### src/rtl/win_pkg.sv
// win_pkg: FSM state encoding and 3x3 tap offset tables shared by window_addr_gen.
package win_pkg;
    typedef enum logic [1:0] {IDLE, RUN, DONE} state_e;
    localparam logic [3:0] TAP_LAST = 4'd8;
    localparam logic [1:0] TAP_DR [9] = '{2'b11, 2'b11, 2'b11, 2'b00, 2'b00, 2'b00, 2'b01, 2'b01, 2'b01};
    localparam logic [1:0] TAP_DC [9] = '{2'b11, 2'b00, 2'b01, 2'b11, 2'b00, 2'b01, 2'b11, 2'b00, 2'b01};
endpackage

### src/rtl/window_tap_calc.sv
// window_tap_calc: combinational address/effective-bit for one 3x3 tap of one origin.
// Dilation-2 offsets are only built with WINDOW_DILATION_EN defined.
module window_tap_calc
    import win_pkg::*;
#(
    parameter int COL_W = 3,
    parameter int ROW_W = 3,
    parameter int DEP_W = 2
) (
    input  logic [ROW_W+COL_W-1:0]       origin,
    input  logic [3:0]                   tap,
    input  logic [DEP_W-1:0]             depth,
    input  logic                         dil,
    output logic [DEP_W+ROW_W+COL_W-1:0] addr,
    output logic                         eff
);
    logic [ROW_W:0] dr, r;
    logic [COL_W:0] dc, c;
    // One extra bit suffices: any overflow past the image edge lands in the negative half.
    always_comb begin
        dr = {{(ROW_W-1){TAP_DR[tap][1]}}, TAP_DR[tap]};
        dc = {{(COL_W-1){TAP_DC[tap][1]}}, TAP_DC[tap]};
`ifdef WINDOW_DILATION_EN
        dr = dil ? {dr[ROW_W-1:0], 1'b0} : dr;
        dc = dil ? {dc[COL_W-1:0], 1'b0} : dc;
`endif
        r = {1'b0, origin[ROW_W+COL_W-1:COL_W]} + dr;
        c = {1'b0, origin[COL_W-1:0]} + dc;
        eff = !r[ROW_W] && !c[COL_W];
        addr = eff ? {depth, r[ROW_W-1:0], c[COL_W-1:0]} : '0;
    end
`ifndef WINDOW_DILATION_EN
    logic unused_dil;
    assign unused_dil = dil;
`endif
endmodule

### src/rtl/window_addr_gen.sv
// window_addr_gen: 3x3 convolution-window address generator with valid/ready and busy/done.
// Optional dilation-2 window enabled by WINDOW_DILATION_EN.
module window_addr_gen
    import win_pkg::*;
#(
    parameter int COL_W  = 3,
    parameter int ROW_W  = 3,
    parameter int DEP_W  = 2,
    parameter int N_ORIG = 4,
    localparam int PIX_W  = ROW_W + COL_W,
    localparam int ADDR_W = DEP_W + PIX_W
) (
    input  logic                    clk,
    input  logic                    rst_n,
    input  logic                    start,
    input  logic                    depth_all,
    input  logic                    dilate,
    input  logic [N_ORIG*PIX_W-1:0] origin_i,
    output logic [ADDR_W-1:0]       addr_o,
    output logic                    eff_o,
    output logic [3:0]              tap_o,
    output logic                    valid_o,
    input  logic                    ready_i,
    output logic                    busy_o,
    output logic                    done_o
);
    localparam int ORG_W = N_ORIG > 1 ? $clog2(N_ORIG) : 1;
    localparam logic [ORG_W-1:0] ORG_LAST = ORG_W'(N_ORIG - 1);

    state_e                  state_q, state_d;
    logic [3:0]              tap_q, tap_d, tap_o_q, tap_o_d;
    logic [ORG_W-1:0]        org_q, org_d;
    logic [DEP_W-1:0]        dep_q, dep_d;
    logic [N_ORIG*PIX_W-1:0] orig_q, orig_d;
    logic                    dil_q, dil_d;
    logic [ADDR_W-1:0]       addr_q, addr_d, calc_addr;
    logic                    eff_q, eff_d, calc_eff;
    logic                    valid_q, valid_d, busy_q, busy_d, done_q, done_d;
    logic [PIX_W-1:0]        cur_orig;
    logic                    tap_wrap, org_wrap;

    always_comb begin
        state_d  = state_q;
        tap_d    = tap_q;
        org_d    = org_q;
        dep_d    = dep_q;
        orig_d   = orig_q;
        dil_d    = dil_q;
        tap_wrap = tap_q == TAP_LAST;
        org_wrap = tap_wrap && org_q == ORG_LAST;
        case (state_q)
            IDLE: if (start) begin
                state_d = RUN;
                orig_d  = origin_i;
                dil_d   = dilate;
                tap_d   = '0;
                org_d   = '0;
                dep_d   = depth_all ? '0 : '1;
            end
            RUN: if (ready_i) begin
                state_d = org_wrap && dep_q == '1 ? DONE : RUN;
                tap_d   = tap_wrap ? '0 : tap_q + 4'd1;
                org_d   = !tap_wrap ? org_q : org_wrap ? '0 : org_q + 1'b1;
                dep_d   = org_wrap ? dep_q + 1'b1 : dep_q;
            end
            default: state_d = IDLE;
        endcase
        cur_orig = '0;
        for (int k = 0; k < N_ORIG; k++)
            if (org_d == ORG_W'(k)) cur_orig = orig_d[k*PIX_W +: PIX_W];
        valid_d = state_d == RUN;
        busy_d  = state_d != IDLE;
        done_d  = state_d == DONE;
        addr_d  = valid_d ? calc_addr : '0;
        eff_d   = valid_d && calc_eff;
        tap_o_d = valid_d ? tap_d : '0;
    end

    window_tap_calc #(.COL_W(COL_W), .ROW_W(ROW_W), .DEP_W(DEP_W)) u_calc (
        .origin (cur_orig),
        .tap    (tap_d),
        .depth  (dep_d),
        .dil    (dil_d),
        .addr   (calc_addr),
        .eff    (calc_eff)
    );

    always_ff @(posedge clk or negedge rst_n) begin
        if (!rst_n) begin
            state_q <= IDLE;
            tap_q   <= '0;
            org_q   <= '0;
            dep_q   <= '0;
            orig_q  <= '0;
            dil_q   <= 1'b0;
            addr_q  <= '0;
            eff_q   <= 1'b0;
            tap_o_q <= '0;
            valid_q <= 1'b0;
            busy_q  <= 1'b0;
            done_q  <= 1'b0;
        end else begin
            state_q <= state_d;
            tap_q   <= tap_d;
            org_q   <= org_d;
            dep_q   <= dep_d;
            orig_q  <= orig_d;
            dil_q   <= dil_d;
            addr_q  <= addr_d;
            eff_q   <= eff_d;
            tap_o_q <= tap_o_d;
            valid_q <= valid_d;
            busy_q  <= busy_d;
            done_q  <= done_d;
        end
    end

    assign addr_o  = addr_q;
    assign eff_o   = eff_q;
    assign tap_o   = tap_o_q;
    assign valid_o = valid_q;
    assign busy_o  = busy_q;
    assign done_o  = done_q;
endmodule
### config.mk
export PLATFORM = sky130hd
export DESIGN_NAME = window_addr_gen
export DESIGN_NICKNAME = d
export VERILOG_FILES = /design/src/rtl/win_pkg.sv /design/src/rtl/window_tap_calc.sv /design/src/rtl/window_addr_gen.sv
export SDC_FILE = /design/constraint.sdc
export NUM_CORES = 1
export LEC_CHECK = 0
export ABC_AREA = 1
export BUFFER_PORTS_ARGS = -buffer_cell sky130_fd_sc_hd__buf_2
export CAP_MARGIN = 5
export CORE_ASPECT_RATIO = 2
export CORE_MARGIN = 5
export CORE_UTILIZATION = 35
export CTS_CLUSTER_DIAMETER = 80
export CTS_CLUSTER_SIZE = 20
export DETAILED_ROUTE_END_ITERATION = 8
export GPL_TIMING_DRIVEN = 0
export PLACE_DENSITY = 0.64
export RECOVER_POWER = 25
export SYNTH_ARGS = -nofsm -noshare
export SYNTH_HDL_FRONTEND = slang
export SYNTH_HIERARCHICAL = 1
export SYNTH_SLANG_ARGS = --single-unit
### constraint.sdc
create_clock -name clk -period 4.9 [get_ports clk]
set_input_delay 0.49 -clock clk [delete_from_list [all_inputs] [get_ports clk]]
set_output_delay 0.49 -clock clk [all_outputs]
set_load 0.02 [all_outputs]
==> impl_metrics.json, run 1 <==
{
  "run_status": "completed",
  "rsz0062_at_grt": "false",
  "cts_max_level": 2,
  "grt_max_degree": 51,
  "count_of_input_and_output_buffers": 44,
  "via_count_of_the_first_global_routing_pass": 2349,
  "power.share.clock": 0.184,
  "switching_share": 0.440,
  "postCtsHoldBufs": 0,
  "holdWs_ps": 409,
  "worstSkewPairLatency_ps": 290,
  "clock_sink_count": 50,
  "leakagePower_nw": 1.67,
  "timing.max_cap.violations": 0,
  "finalMaxSlewViolations": 0,
  "place_hpwl_um": 4780,
  "power_per_cell_area_nw_per_um2": 635,
  "max-vdd-ir-drop_v": 0.000253,
  "grt_antenna_before_repair": 0,
  "layout.nets": 416,
  "setup_tns_ps": 0,
  "critical_path.startpoint": "tap_q[0]",
  "period_share": 0.746,
  "switching_power_w": 0.000895,
  "average_cell_area_after_synthesis_um2": 8.57,
  "power.combinational.fraction": 0.535,
  "floorplan.die.width_um": 72.7,
  "cts.root.buffer_cell": "clkbuf_16",
  "worstRegToRegCells": 24,
  "syn2layout_area_growth_pct": 16.7,
  "yosys_warnings": 6,
  "grt_first_pass_wirelength_um": 10400,
  "floorplan.die_area_um2": 9840,
  "finalHoldViolations": 0,
  "grtUsageTotal": 0.137,
  "syn-num-nets": 365,
  "gr-total-overflow": 0,
  "crit_type": "flip-flop to flip-flop",
  "fin_crit_ps": 3660,
  "worst-endpoint-required_ps": 5120,
  "n_antenna_cell": 0,
  "dr_total_vias": 2164,
  "cts_repair_resize_count": 0,
  "top_level_ports": 46,
  "starting_density": 0.359,
  "worst_r2r_endpoint": "addr_o[5]",
  "final_design_area_no_fill_um2": 3210,
  "firstDrtPassIters": 4,
  "skew_ps": 6.08,
  "placement_rows": 45,
  "reg2reg_setup_slack_ps": 1240,
  "post-cts-setup-buffer-count": 0,
  "post-route-drc-count": 0,
  "tritoncts": "done",
  "final_layout_size_suffix_gt1_frac": 0.239,
  "holdCritPathClass": "primary input to asynchronous set/reset pin",
  "syn_inst": 321,
  "data_arrival_time_at_the_worst_slack_endpoint_ps": 3880,
  "report.final.setup_viol": 0,
  "seq_power_share": 0.281,
  "synthesis.area_um2": 2750,
  "postPlaceCellArea_um2": 3090,
  "cts.clk_slew.worst_paths_ps": 70,
  "worstPathMaxFanout": 9,
  "drtAntennaViolNets": 0,
  "maxSlewHeadroom": 0.264,
  "ctsLongestPathBuffers": 2,
  "worstReg2RegStart": "tap_q[0]",
  "worst_setup_path_start_kind": "flip-flop",
  "cell_internal_pwr_w": 0.00114,
  "fp.dieH_um": 135,
  "cts-buffers-inserted": 5,
  "core_um2": 7660,
  "finalWeightedCongestion": 0.810,
  "drt-initial-drc-count": 50,
  "postRouteWirelength_um": 6040,
  "post_detailed_route_via_to_cell_ratio": 4.63,
  "worst_setup_path_end_kind": "flip-flop",
  "drt-wirelength-per-cell_um": 12.9,
  "max_clock_freq_mhz": 273,
  "worstMarginPinSlew_ps": 1100
}
per-layer routing:
layer | vias to the layer above | global-route usage | routed length, µm
li1 | 1096 | - | -
met1 | 1015 | 0.131 | 2080
met2 | 39 | 0.266 | 3530
met3 | 14 | 0.0223 | 193
met4 | 0 | 0.0729 | 242
met5 | - | 0 | 0
critical path: stages, from the launching register on:
cell and delay (ps):
dfrtp_1 400, inv_1 80, ha_1 200, nand2_1 120, inv_2 60, nand2_2 110
nand2_2 120, nor3b_1 320, o21bai_1 240, inv_1 80, ha_1 330, nor2_2 160
nor2_4 60, nand2_2 110, inv_1 80, ha_1 330, nand4_1 120, nand2_1 50
inv_1 90, nand2_1 80, nand2_2 80, nand3_4 130, nor2_1 120, inv_1 40
nor2_1 110
power groups by stage:
stage | combinational, W | clock [W] | sequential (W)
after floorplan | 0.000795 | 0 | 0.000632
after global placement | 0.00108 | 0 | 0.000575
after detailed placement | 0.00111 | 0 | 0.000578
after CTS | 0.00112 | 0.000384 | 0.000570
after global routing | 0.00126 | 0.000398 | 0.000585
final | 0.00109 | 0.000375 | 0.000572
registers in the layout (all words and copies together), names as in the netlist, 2 cells and up:
| name | count |
|---|---|
| addr_o | 8 |
| dep_q | 2 |
| org_q | 2 |
| orig_q | 24 |
| state_q | 2 |
| tap_o | 4 |
| tap_q | 4 |
cells in the final DEF, fill, tap and decap left out, drive strengths merged:
cell      count
clkbuf       26
inv          47
xnor2         1
dfrtp        50
nand3        27
o21bai        3
o21ai         9
nand4         7
ha           13
fa            1
clkinvlp      1
a21oi         5
nor3          2
nor3b         1
nand2       108
buf          33
nor2         34
o22ai         1
xor2          4
cell type report:
class / instances / area, µm²
Clock buffer: 8 / 166
Buffer: 7 / 60.1
Sequential cell: 50 / 1250
Fill cell: 828 / 4450
Inverter: 48 / 181
Tap cell: 94 / 118
Multi-Input combinational cell: 216 / 1230
Timing Repair Buffer: 44 / 200
metrics by stage:
stage	instances	setup WS (ps)	total power [W]	utilization
after CTS	467	1240	0.00208	0.425
after global routing	467	936	0.00224	0.419
after detailed placement	459	1260	0.00169	0.403
final	467	1240	0.00204	0.419
after global placement	459	1400	0.00165	0.403
after floorplan	321	1840	0.00143	-
worst max path at each step:
| stage | end | slack, ps | cells after the start |
|---|---|---|---|
| 6_report | addr_o[5] | 1240 | 24 |
| 5_1_grt | addr_o[1] | 940 | 24 |
| 4_1_cts | addr_o[5] | 1240 | 24 |
| 3_5_place_dp | addr_o[5] | 1260 | 24 |
| 3_3_place_gp | addr_o[5] | 1400 | 23 |
| 2_1_floorplan | addr_o[7] | 1840 | 24 |
Note: power is estimated with default switching activity, not from simulation.
==> inputs of run 2 (changes only) <==
PLACE_DENSITY = 0.66   (was 0.64)
clock period = 3.3 ns   (was 4.9 ns; I/O delays follow)
==> run 2 against run 1 <==
Compared with the run above: the flow now finishes with violations (max-capacitance violations, max-slew violations); utilization up 2.6 points; via count is 3.0% higher; count of clock-buffer cells in the layout shrank 1; flip-flop and latch count is the same; combinational power up 87%; sequential power increased by 49%; critical path type unchanged; critical path depth decreased by 4; maximum frequency increased by 17%; largest cell class is now multi-input gates; highest routed layer unchanged.
==> impl_metrics.json, run 2 (same netlist as run 1, synthesis figures left out) <==
{
  "worstPathMaxFanout": 5,
  "layout_common_cells": "80 x nand2_1, 50 x dfrtp_1, 35 x inv_1",
  "cp_common_cell": "ha_1",
  "crit_type": "flip-flop to flip-flop",
  "worstSkewPairLatency_ps": 290,
  "switching_power_w": 0.00155,
  "cts.root.buffer_cell": "clkbuf_16",
  "drtAntennaViolNets": 0,
  "n_antenna_cell": 0,
  "power_per_cell_area_nw_per_um2": 992,
  "place_hpwl_um": 4800,
  "switching_share": 0.457,
  "starting_density": 0.359,
  "holdWs_ps": 255,
  "clock_sink_count": 50,
  "placement_rows": 45,
  "run_status": "complete, but fails checks",
  "fillerInstances": 787,
  "grt_antenna_before_repair": 0,
  "floorplan.die_area_um2": 9840,
  "leakagePower_nw": 1.76,
  "postRouteWirelength_um": 6490,
  "layout.nets": 426,
  "worst-endpoint-required_ps": 3520,
  "timing.critical_path.max_delay_family": "simple AND/OR/NAND/NOR gates",
  "firstDrtPassIters": 4,
  "postCtsHoldBufs": 0,
  "place_worst_setup_slack_ps": -270,
  "worstRegToRegCells": 20,
  "power.combinational.fraction": 0.603,
  "postLayoutSetupSlackWorst_ps": 172,
  "max-vdd-ir-drop_v": 0.000403,
  "report.final.setup_viol": 0,
  "fin_crit_ps": 3130,
  "gr-total-overflow": 0,
  "floorplan.die.width_um": 72.7,
  "cts_max_level": 2,
  "crit_path_cell_trace": "inv_2 > ha_1 > nand2_2 > inv_2 > nand2_4 > nand2_8 > nor3b_4 > o21bai_4 > ha_1 > nor2_2 > nand2_2 > inv_1 > ha_1 > a21oi_1 > nand2_1 > xor2_2 > nand3_2 > nor2_1 > inv_1 > nor2_1",
  "ctsLongestPathBuffers": 2,
  "finalHoldViolations": 0,
  "failing_checks": "max-capacitance violations, max-slew violations",
  "cp_buf_inv_count": 4,
  "post_detailed_route_via_to_cell_ratio": 4.68,
  "worst_path_max_delay_cell": "dfrtp_1",
  "grt_first_pass_wirelength_um": 10400,
  "skew_ps": 3.19,
  "via_count_of_the_first_global_routing_pass": 2324,
  "data_arrival_time_at_the_worst_slack_endpoint_ps": 3350,
  "power.share.clock": 0.144,
  "cts-buffers-inserted": 5,
  "grtUsageTotal": 0.138,
  "core_um2": 7660,
  "top_level_ports": 46,
  "finalMaxSlewViolations": 51,
  "syn2layout_area_growth_pct": 23.9,
  "layout.cells.most_common": "nand2_1",
  "finalWeightedCongestion": 0.839,
  "dr_total_vias": 2230,
  "setup_tns_ps": 0,
  "tritoncts": "done",
  "cell_internal_pwr_w": 0.00183,
  "hold_critical_path_depth": 3,
  "count_of_input_and_output_buffers": 44,
  "holdCritPathClass": "primary input to flip-flop",
  "max_clock_freq_mhz": 320,
  "period_share": 0.948,
  "maxSlewHeadroom": -0.759,
  "seq_power_share": 0.253,
  "post-route-drc-count": 0,
  "crit_cells": 20,
  "worst_setup_path_start_kind": "flip-flop",
  "drt-wirelength-per-cell_um": 13.6,
  "final_layout_size_suffix_gt1_frac": 0.327,
  "timing.max_cap.violations": 1,
  "worst_setup_path_end_kind": "flip-flop",
  "worstMarginPinSlew_ps": 2640,
  "max_flop_register": "orig_q",
  "critical_path.max_stage_delay_ps": 370,
  "drt-initial-drc-count": 119,
  "fp.dieH_um": 135,
  "cts.clk_slew.worst_paths_ps": 60,
  "grt_max_degree": 51,
  "largest_register_ffs": 24
}
## run 2: per-stage QoR
step | cells | util | total power [W] | instance area, µm²
final | 476 | 0.445 | 0.00338 | 3410
after global routing | 476 | 0.445 | 0.00370 | 3410
after CTS | 471 | 0.429 | 0.00308 | 3290
after detailed placement | 459 | 0.403 | 0.00251 | 3090
after global placement | 459 | 0.403 | 0.00245 | 3090
after floorplan | 321 | - | 0.00212 | 2750
## run 2: area by class of cell
| cell class | instances | area [µm²] | share of cell area |
|---|---|---|---|
| inverters | 48 | 188 | 0.0551 |
| flip-flops and latches | 50 | 1250 | 0.367 |
| clock buffers | 7 | 133 | 0.0389 |
| plain buffers | 7 | 75.1 | 0.0220 |
| well taps | 94 | 118 | 0.0345 |
| repair buffers | 53 | 272 | 0.0797 |
| multi-input cells | 217 | 1370 | 0.403 |
## run 2: routing by layer
| metal | wire [µm] | share of wire | global-route usage | up-vias |
|---|---|---|---|---|
| li1 | - | - | - | 1116 |
| met4 | 308 | 0.047 | 0.0708 | 0 |
| met5 | 0 | 0 | 0 | - |
| met3 | 177 | 0.027 | 0.0223 | 20 |
| met2 | 3690 | 0.57 | 0.267 | 38 |
| met1 | 2320 | 0.36 | 0.133 | 1056 |
## run 2: tightest hold or removal path, cell delays in order
cell and delay, ps:
buf_2 80, nand2_2 50, nand2_2 50
## run 2: final timing paths
kind	start	to	slack, ps
max in group asynchronous	rst_n	eff_o	940
max reg2reg	tap_q[0]	addr_o[0]	170
min	origin_i[17]	orig_q[17]	250
max	tap_q[0]	addr_o[0]	170
min in group asynchronous	rst_n	orig_q[15]	860
min reg2reg	orig_q[6]	orig_q[6]	480
## run 2: repair_timing
action	CTS	global route
pin swaps	2	9
setup endpoints to repair	9	9
gates resized for setup	4	32
cloned	0	1
buffers inserted	5	4
## run 2: power groups by stage
stage | Clock, W | Combinational (W) | Sequential, W
finish | 0.000488 | 0.00204 | 0.000855
global route | 0.000525 | 0.00230 | 0.000875
CTS | 0.000500 | 0.00172 | 0.000852
detailed placement | 0 | 0.00164 | 0.000865
global placement | 0 | 0.00160 | 0.000854
floorplan | 0 | 0.00118 | 0.000938
==> inputs of run 3 (changes only) <==
CORE_UTILIZATION = 44   (was 35)
PLACE_DENSITY = 0.77   (was 0.66)
==> run 3 against run 2 <==
Compared with the run above: the flow still finishes with violations (max-capacitance violations, max-slew violations); combinational power decreased by 3%; die area shrank 18%; global-route usage is 2.9 points higher; setup slack gained 5.3 ps; critical path depth grew 4; highest routed layer unchanged; via count down 0.31%.
==> impl_metrics.json, run 3 (same netlist as run 1, synthesis figures left out) <==
{
  "critical_path.max_stage_delay_ps": 360,
  "cts_max_level": 2,
  "worst_setup_path_end_kind": "flip-flop",
  "crit_path_cell_trace": "inv_2 > ha_1 > nand2_2 > inv_2 > nand2_4 > nand2_4 > nor3b_4 > o21bai_4 > inv_2 > ha_4 > nor2_2 > nor2_4 > nand2_4 > inv_4 > ha_4 > nand4_1 > nand2_1 > inv_2 > nand2_1 > nand2_2 > nand3_4 > nor2_2 > inv_1 > nor2_1",
  "finalMaxSlewViolations": 51,
  "max_clock_freq_mhz": 320,
  "failing_checks": "max-capacitance violations, max-slew violations",
  "n_antenna_cell": 0,
  "worstMarginPinSlew_ps": 2620,
  "finalHoldViolations": 0,
  "fin_util": 0.561,
  "core_um2": 6060,
  "largest_register_ffs": 24,
  "fin_crit_ps": 3120,
  "power_per_cell_area_nw_per_um2": 1010,
  "dr_total_vias": 2223,
  "post_detailed_route_via_to_cell_ratio": 4.81,
  "finalWeightedCongestion": 0.894,
  "fp.dieH_um": 122,
  "worst_path_max_delay_cell": "dfrtp_1",
  "worstSkewPairLatency_ps": 290,
  "holdCritPathClass": "primary input to flip-flop",
  "layout.cells.most_common": "nand2_1",
  "floorplan.die_area_um2": 8030,
  "postRouteWirelength_um": 6330,
  "top_level_ports": 46,
  "report.final.setup_viol": 0,
  "worst_r2r_endpoint": "addr_o[6]",
  "ctsLongestPathBuffers": 2,
  "grt_first_pass_wirelength_um": 10100,
  "crit_type": "flip-flop to flip-flop",
  "final_design_area_no_fill_um2": 3400,
  "worstRegToRegCells": 24,
  "tritoncts": "done",
  "place_hpwl_um": 4600,
  "skew_ps": 7.82,
  "starting_density": 0.454,
  "syn2layout_area_growth_pct": 23.6,
  "worstReg2RegStart": "tap_q[0]",
  "max_flop_register": "orig_q",
  "leakagePower_nw": 1.79,
  "dpl.cell_count": 449,
  "floorplan.die.width_um": 65.9,
  "timing.critical_path.max_delay_family": "simple AND/OR/NAND/NOR gates",
  "layoutNonFillerInstCount": 462,
  "drtAntennaViolNets": 0,
  "fillerInstances": 548,
  "cts-buffers-inserted": 5,
  "postPlaceCellArea_um2": 3080,
  "critical_path.startpoint": "tap_q[0]",
  "final_layout_size_suffix_gt1_frac": 0.333,
  "count_of_input_and_output_buffers": 44,
  "cts.clk_slew.worst_paths_ps": 60,
  "drt-initial-drc-count": 71,
  "crit_end": "addr_o[6]",
  "firstDrtPassIters": 4,
  "cp_common_cell": "inv_2",
  "grt_max_degree": 51,
  "worstPathMaxFanout": 5,
  "timing.max_cap.violations": 1,
  "post-route-drc-count": 0,
  "placement_rows": 40,
  "drt-wirelength-per-cell_um": 13.7,
  "period_share": 0.946,
  "grtUsageTotal": 0.167,
  "layout_common_cells": "79 x nand2_1, 49 x dfrtp_1, 37 x inv_1",
  "cts.root.buffer_cell": "clkbuf_16",
  "reg2reg_setup_slack_ps": 180,
  "via_count_of_the_first_global_routing_pass": 2342,
  "grt_antenna_before_repair": 0,
  "clock_sink_count": 50,
  "data_arrival_time_at_the_worst_slack_endpoint_ps": 3340,
  "gr-total-overflow": 0,
  "layout.nets": 422,
  "worst_setup_path_start_kind": "flip-flop",
  "post-layout-total-power_w": 0.00342,
  "worst-endpoint-required_ps": 3520,
  "place_worst_setup_slack_ps": -214,
  "run_status": "complete, but fails checks",
  "postLayoutSetupSlackWorst_ps": 178,
  "max-vdd-ir-drop_v": 0.000690,
  "maxSlewHeadroom": -0.749,
  "crit_cells": 24,
  "cp_buf_inv_count": 6
}
[run 3: final cells by class]
cell class	instances	area (µm²)	share of cell area
clock buffers	6	139	0.0409
multi-input cells	217	1360	0.401
clock inverters	1	30.0	0.00884
inverters	48	188	0.0552
flip-flops and latches	50	1250	0.369
plain buffers	7	75.1	0.0221
repair buffers	49	248	0.0729
well taps	84	105	0.0309
[run 3: worst reg2reg max path, cell delays in order, from the launching register on]
cell and delay (ps):
dfrtp_1 360, inv_2 60, ha_1 200, nand2_2 80, inv_2 60, nand2_4 90
nand2_4 80, nor3b_4 220, o21bai_4 170, inv_2 60, ha_4 270, nor2_2 40
nor2_4 150, nand2_4 80, inv_4 70, ha_4 210, nand4_1 100, nand2_1 80
inv_2 70, nand2_1 60, nand2_2 120, nand3_4 150, nor2_2 130, inv_1 40
nor2_1 100
[run 3: how the worst min path moves through the flow]
stage / cells past startpoint / endpoint / from / slack (ps)
2_1_floorplan: 0 / addr_o[0] / rst_n / 30
3_3_place_gp: 2 / orig_q[6] / orig_q[6] / 460
3_5_place_dp: 2 / orig_q[4] / orig_q[4] / 460
4_1_cts: 3 / orig_q[0] / origin_i[0] / 250
5_1_grt: 3 / orig_q[5] / origin_i[5] / 270
6_report: 3 / orig_q[0] / origin_i[0] / 260
[run 3: metrics by stage]
| step | TNS (ps) | hold WS [ps] |
|---|---|---|
| global route | -92.9 | 272 |
| global placement | -658 | 460 |
| floorplan | 0 | 34.4 |
| CTS | 0 | 254 |
| finish | 0 | 260 |
| detailed placement | -1580 | 464 |
[run 3: where the power goes]
group,leakage [nW],internal [W],switching [W]
registers,0.615,0.000779,0.0000692
clock network,0.0829,0.000374,0.000217
logic,1.09,0.000745,0.00124
total,1.79,0.00190,0.00152
[run 3: what timing repair did]
item                       in CTS  in global routing
hold buffers                    0                  0
pin swaps                       0                  9
gates resized for setup         4                 27
gates cloned                    0                  1
setup endpoints to repair       9                  9
setup buffers                   1                  4
[run 3: per-layer routing]
metal	routed length, µm	global-route usage	vias up
met2	3640	0.312	51
met4	265	0.112	0
met1	2210	0.157	1043
met5	0	0	-
li1	-	-	1109
met3	209	0.0295	20
